`config.mk`:
```
export PLATFORM = sky130hd
export DESIGN_NAME = sync_fwft_fifo_flat
export DESIGN_NICKNAME = d
export VERILOG_FILES = /design/src/rtl/sync_fwft_fifo_if.sv /design/src/rtl/sync_fwft_fifo.sv /design/src/flat_wrapper.sv
export SDC_FILE = /design/constraint.sdc
export NUM_CORES = 1
export LEC_CHECK = 0
export CAP_MARGIN = 20
export CORE_UTILIZATION = 25
export DETAILED_ROUTE_END_ITERATION = 6
export GPL_TIMING_DRIVEN = 0
export PLACE_DENSITY_LB_ADDON = 0.25
export SLEW_MARGIN = 10
export SYNTH_ARGS = -nofsm -noshare
export SYNTH_HDL_FRONTEND = slang
export SYNTH_SLANG_ARGS = --single-unit
```
`constraint.sdc`:
```
create_clock -name clk -period 4.5 [get_ports clk]
set_input_delay 1.125 -clock clk [delete_from_list [all_inputs] [get_ports clk]]
set_output_delay 1.125 -clock clk [all_outputs]
set_load 0.01 [all_outputs]
```
`src/rtl/sync_fwft_fifo_if.sv`:
```
// Handshake bundle for sync_fwft_fifo: write side, FWFT read side, level and error flags.
interface sync_fwft_fifo_if #(
    parameter int WIDTH = 8,
    parameter int SIZE  = 4
);
    logic             wr_en;
    logic [WIDTH-1:0] data_in;
    logic             full;
    logic             almost_full;
    logic             rd_en;
    logic [WIDTH-1:0] data_out;
    logic             rd_valid;
    logic             almost_empty;
    logic [SIZE:0]    count;
    logic             overflow;
    logic             underflow;

    modport master (
        output wr_en, data_in, rd_en,
        input  full, almost_full, data_out, rd_valid, almost_empty, count, overflow, underflow
    );

    modport slave (
        input  wr_en, data_in, rd_en,
        output full, almost_full, data_out, rd_valid, almost_empty, count, overflow, underflow
    );
endinterface

```
`src/rtl/sync_fwft_fifo.sv`:
```
// Single-clock FWFT FIFO: block-RAM storage whose registered read port doubles as the
// output register, giving DEPTH+1 words of capacity with level and sticky error flags.
module sync_fwft_fifo #(
    parameter int WIDTH         = 8,
    parameter int SIZE          = 4,
    parameter int AFULL_THRESH  = 2**SIZE - 2,
    parameter int AEMPTY_THRESH = 2
) (
    input  logic              clk,
    input  logic              rst,
    sync_fwft_fifo_if.slave   bus
);
    localparam int            DEPTH    = 2**SIZE;
    localparam logic [SIZE:0] DEPTH_L  = (SIZE+1)'(DEPTH);
    localparam logic [SIZE:0] AFULL_L  = (SIZE+1)'(AFULL_THRESH);
    localparam logic [SIZE:0] AEMPTY_L = (SIZE+1)'(AEMPTY_THRESH);
    localparam logic [SIZE:0] PTR_ONE  = (SIZE+1)'(1);

    logic [WIDTH-1:0] mem [DEPTH];
    logic [SIZE:0]    wr_ptr;
    logic [SIZE:0]    rd_ptr;
    logic [SIZE:0]    ram_cnt;
    logic [SIZE:0]    count;
    logic [WIDTH-1:0] data_out;
    logic             rd_valid;
    logic             overflow;
    logic             underflow;
    logic             full;
    logic             wr_ok;
    logic             prefetch;

    // Pointers carry one extra MSB so that equal low bits can mean either empty or full.
    assign ram_cnt  = wr_ptr - rd_ptr;
    assign full     = (ram_cnt == DEPTH_L);
    assign wr_ok    = bus.wr_en && !full;
    assign prefetch = (!rd_valid || bus.rd_en) && (ram_cnt != '0);
    assign count    = ram_cnt + (SIZE+1)'(rd_valid);

    // NOTE: the RAM array has no reset; pointers and rd_valid alone decide what is presented,
    // so stale contents are unreachable and the array still maps onto block RAM.
    always_ff @(posedge clk) begin
        if (wr_ok && !rst)
            mem[wr_ptr[SIZE-1:0]] <= bus.data_in;
    end

    // NOTE: all sequential state uses non-blocking assignments so every register samples
    // the pre-edge values, which is what makes full/prefetch evaluate on the old state.
    always_ff @(posedge clk) begin
        if (rst) begin
            wr_ptr    <= '0;
            rd_ptr    <= '0;
            rd_valid  <= 1'b0;
            data_out  <= '0;
            overflow  <= 1'b0;
            underflow <= 1'b0;
        end else begin
            if (wr_ok)
                wr_ptr <= wr_ptr + PTR_ONE;
            if (bus.wr_en && full)
                overflow <= 1'b1;
            if (bus.rd_en && !rd_valid)
                underflow <= 1'b1;
            if (prefetch) begin
                data_out <= mem[rd_ptr[SIZE-1:0]];
                rd_ptr   <= rd_ptr + PTR_ONE;
                rd_valid <= 1'b1;
            end else if (bus.rd_en) begin
                rd_valid <= 1'b0;
            end
        end
    end

    assign bus.full         = full;
    assign bus.almost_full  = (ram_cnt >= AFULL_L);
    assign bus.almost_empty = (count <= AEMPTY_L);
    assign bus.count        = count;
    assign bus.data_out     = data_out;
    assign bus.rd_valid     = rd_valid;
    assign bus.overflow     = overflow;
    assign bus.underflow    = underflow;
endmodule

```
`src/flat_wrapper.sv`:
```
// flat-port wrapper written by rule: the top's interface ports become plain ports
module sync_fwft_fifo_flat 
#(
    parameter int WIDTH         = 8,
    parameter int SIZE          = 4,
    parameter int AFULL_THRESH  = 2**SIZE - 2,
    parameter int AEMPTY_THRESH = 2
)
  (clk, rst, bus_wr_en, bus_data_in, bus_rd_en, bus_full, bus_almost_full, bus_data_out, bus_rd_valid, bus_almost_empty, bus_count, bus_overflow, bus_underflow);
  sync_fwft_fifo_if #(.WIDTH(WIDTH), .SIZE(SIZE)) bus_i ();
  input  logic clk;
  input  logic rst;
  input wire logic [$bits(bus_i.wr_en)-1:0] bus_wr_en;
  input wire logic [$bits(bus_i.data_in)-1:0] bus_data_in;
  input wire logic [$bits(bus_i.rd_en)-1:0] bus_rd_en;
  output wire logic [$bits(bus_i.full)-1:0] bus_full;
  output wire logic [$bits(bus_i.almost_full)-1:0] bus_almost_full;
  output wire logic [$bits(bus_i.data_out)-1:0] bus_data_out;
  output wire logic [$bits(bus_i.rd_valid)-1:0] bus_rd_valid;
  output wire logic [$bits(bus_i.almost_empty)-1:0] bus_almost_empty;
  output wire logic [$bits(bus_i.count)-1:0] bus_count;
  output wire logic [$bits(bus_i.overflow)-1:0] bus_overflow;
  output wire logic [$bits(bus_i.underflow)-1:0] bus_underflow;
  assign bus_i.wr_en = bus_wr_en;
  assign bus_i.data_in = bus_data_in;
  assign bus_i.rd_en = bus_rd_en;
  assign bus_full = bus_i.full;
  assign bus_almost_full = bus_i.almost_full;
  assign bus_data_out = bus_i.data_out;
  assign bus_rd_valid = bus_i.rd_valid;
  assign bus_almost_empty = bus_i.almost_empty;
  assign bus_count = bus_i.count;
  assign bus_overflow = bus_i.overflow;
  assign bus_underflow = bus_i.underflow;
  sync_fwft_fifo #(.WIDTH(WIDTH), .SIZE(SIZE), .AFULL_THRESH(AFULL_THRESH), .AEMPTY_THRESH(AEMPTY_THRESH)) u_core (.clk(clk), .rst(rst), .bus(bus_i));
endmodule
```
==> results.toml <==
[sta]
layout_setup_ws_ns = 0.174
slew_viol_final = 0
layout_min_cycle_time_ns = 4.33
rsz0062_at_grt = "no"
worst_slew_pin_slew_ns = 0.911
max_freq_mhz = 231
fin_skew_ns = 0.00882
setup_viol = 0
fin_crit_sh = 0.961
fin_tns_setup_ns = 0
relSlewSlack = 0.390
timing.final.hold_violations = 0

[power]
switching_share = 0.305
p_seq_frac = 0.361
power.static_leakage_nw = 2.41
p_total_mw = 4.55
vdd_ir_drop_max_mv = 0.389
power.switching_mw = 1.39
power_density_mw_per_mm2 = 591
share_comb_of_total_power = 0.336
p_int_mw = 3.16
pwr-share-clk = 0.304

[yosys]
synth_cell_type_count = 42
netlist_instances = 363
ys_warn_count = 0
ys.flop_type = "edfxtp_1"
ys_ff_latch = 149
syn_area_mm2 = 0.00621
avgSynthCellArea_um2 = 17.1
synth_edf_count = 128
ys_seq_area_frac = 0.687
ys_async_sr_fraction = 0
synthesis.nets = 387

[cts]
cts_max_path_buffers = 2
cts_inserted_buffers = 17
cts_tree = "built"
clk_latency_ns = 0.42
clk_pin_slew_ns = 0.06
cts-htree-levels = 4
cts-root-buf = "clkbuf_16"
ctsHoldBuffers = 0
cts.sinks = 149

[floorplan]
die_x_um = 160
start_util = 0.255
core-area_mm2 = 0.0243
core.rowCount = 57
design.die.area_mm2 = 0.0255
die_h_um = 160
pin_count = 31

[routing]
finalWirelength_um = 14300
routed_via_density = 4.58
first_pass_iters = 5
wl_per_cell_um = 18.8
first_iter_violations = 285
vias = 3484
ant_nets = 0
drc = 0

[place]
place.gp.congestion = 0.806
portBuffers = 30
dp_slack_ns = 0.189
post-dp-hpwl_um = 10200
dp.cells = 729

[worst_setup_path]
startpoint_type = "flip-flop"
crit_start = "u_core.wr_ptr[0]"
crit_type = "reg2out"
cp_max_fo = 10
timing.critical_path.required_ns = 3.38
reg2reg_from = "u_core.rd_ptr[1]"
crit_path_end_kind = "output port"
worstPathArrival_ns = 3.20

[finish]
final_util = 0.316
layout.cells.non_filler = 761
drive_above_1_share = 0.263
diodes = 0
nNetsFinal = 448
syn_to_final_growth_pct = 23.9

[global_routing]
grt_max_degree = 17
antenna_found_initial = 0
met2_usage = 0.188
grt_pass1_vias = 3576
grtUsageMet3 = 0.0292
grt_pass1_wl_um = 21800
track_usage = 0.119
grt_overflow_total = 0
grt.busiest_layer = "met2"
use_met1 = 0.157

[job]
timing.max_cap.violations = 0

[status]
status = "complete, no violations"

[hold_path]
hold_path_class = "reg2reg"
worstHoldStart = "u_core.bus.overflow"
area by class of cell:
cell class                 count  area [um2]
buffer                        20         138
clock buffer                  19         433
clock inverter                13         149
fill                        2355       16600
inverter                       9        33.8
multi-input combinational    185        1870
sequential                   149        4270
tap                          324         405
timing repair buffer          42         393
per-layer routing:
metal | wire (um) | up-vias
met3 | 569 | 12
li1 | - | 1598
met1 | 6560 | 1791
met4 | 187 | 0
met5 | 0 | -
met2 | 6960 | 83
placed cells by master, fill, tap and decap left out, types with 3 or more instances in the layout:
cell / synthesis / routed
dfxtp_1: 21 / 20
a21oi_1: 21 / 21
ha_1: 11 / 11
buf_4: 4 / 15
clkbuf_16: 0 / 17
nor2b_1: 4 / 4
clkinv_4: 0 / 4
xnor2_1: 3 / 3
edfxtp_1: 128 / 128
nor2_1: 6 / 6
nand2_1: 9 / 9
clkdlybuf4s50_1: 0 / 29
clkbuf_1: 8 / 10
nand4_1: 3 / 3
o21ai_0: 14 / 14
o22ai_1: 14 / 14
or4_1: 8 / 8
nor4_2: 0 / 4
mux2i_1: 3 / 3
nor3_2: 0 / 13
inv_1: 9 / 9
nand2b_1: 8 / 8
mux4_2: 32 / 32
or3_1: 6 / 6
buf_6: 5 / 7
final timing paths:
kind | to | slack [ns] | cells after the start
setup / recovery | bus_full | 0.17 | 9
hold / removal | u_core.bus.overflow | 0.47 | 2
setup reg to reg | u_core.mem[7][2] | 1.15 | 9
hold reg to reg | u_core.bus.overflow | 0.47 | 2
state kept, by name, summed over array words and instances (netlist names):
| signal | count |
|---|---|
| u_core.wr_ptr | 5 |
| u_core.mem | 128 |
| u_core.rd_ptr | 5 |
| u_core.bus.data_out | 8 |
| u_core.bus.rd_valid | 1 |
| u_core.bus.underflow | 1 |
| u_core.bus.overflow | 1 |
Yosys cell counts (5+ instances only):
library cell | n | share of area
edfxtp_1 | 128 | 0.62
mux4_2 | 32 | 0.12
a21oi_1 | 21 | 0.017
dfxtp_1 | 21 | 0.068
nor3_1 | 14 | 0.011
o21ai_0 | 14 | 0.011
o22ai_1 | 14 | 0.014
ha_1 | 11 | 0.022
inv_1 | 9 | 0.0054
nand2_1 | 9 | 0.0054
clkbuf_1 | 8 | 0.0048
nand2b_1 | 8 | 0.0081
or4_1 | 8 | 0.0097
nor2_1 | 6 | 0.0036
or3_1 | 6 | 0.0060
buf_6 | 5 | 0.0091
worst max-delay path, stage by stage (launching register included):
cell and delay [ns]:
dfxtp_1 0.40, inv_1 0.13, ha_1 0.23, inv_1 0.08
fa_2 0.49, nor3b_1 0.21, nand4_1 0.18, a211oi_2 0.33
buf_6 0.17, clkdlybuf4s50_1 0.54
logic make-up after synthesis:
group / Yosys count / share of synthesized area
flip-flops: 149 / 0.687
AND/OR/NAND/NOR: 72 / 0.0679
multiplexers: 38 / 0.126
AO/OA/AOI/OAI: 57 / 0.0572
adder cells (fa/ha/maj): 12 / 0.0254
buffers and inverters: 29 / 0.0266
XOR/XNOR: 6 / 0.00968
repair_timing:
| action | in CTS | in global routing |
|---|---|---|
| endpoints found under the setup margin | 2 | 0 |
| setup buffers | 0 | 0 |
| resized for setup | 7 | 0 |
power by group through the flow:
stage,clock network [mW],registers (mW),logic (mW)
3_3_place_gp,0,1.67,1.50
4_1_cts,1.42,1.64,1.55
6_report,1.38,1.64,1.53
3_5_place_dp,0,1.67,1.53
5_1_grt,1.47,1.65,1.65
2_1_floorplan,0,1.66,0.968
per-stage QoR:
step	hold slack [ns]	instance area, um2
after CTS	0.474	7690
after floorplan	0.464	6210
after detailed placement	0.458	7090
after global placement	0.452	6910
final	0.469	7690
after global routing	0.494	7690
(Power assumes the default switching activity.)
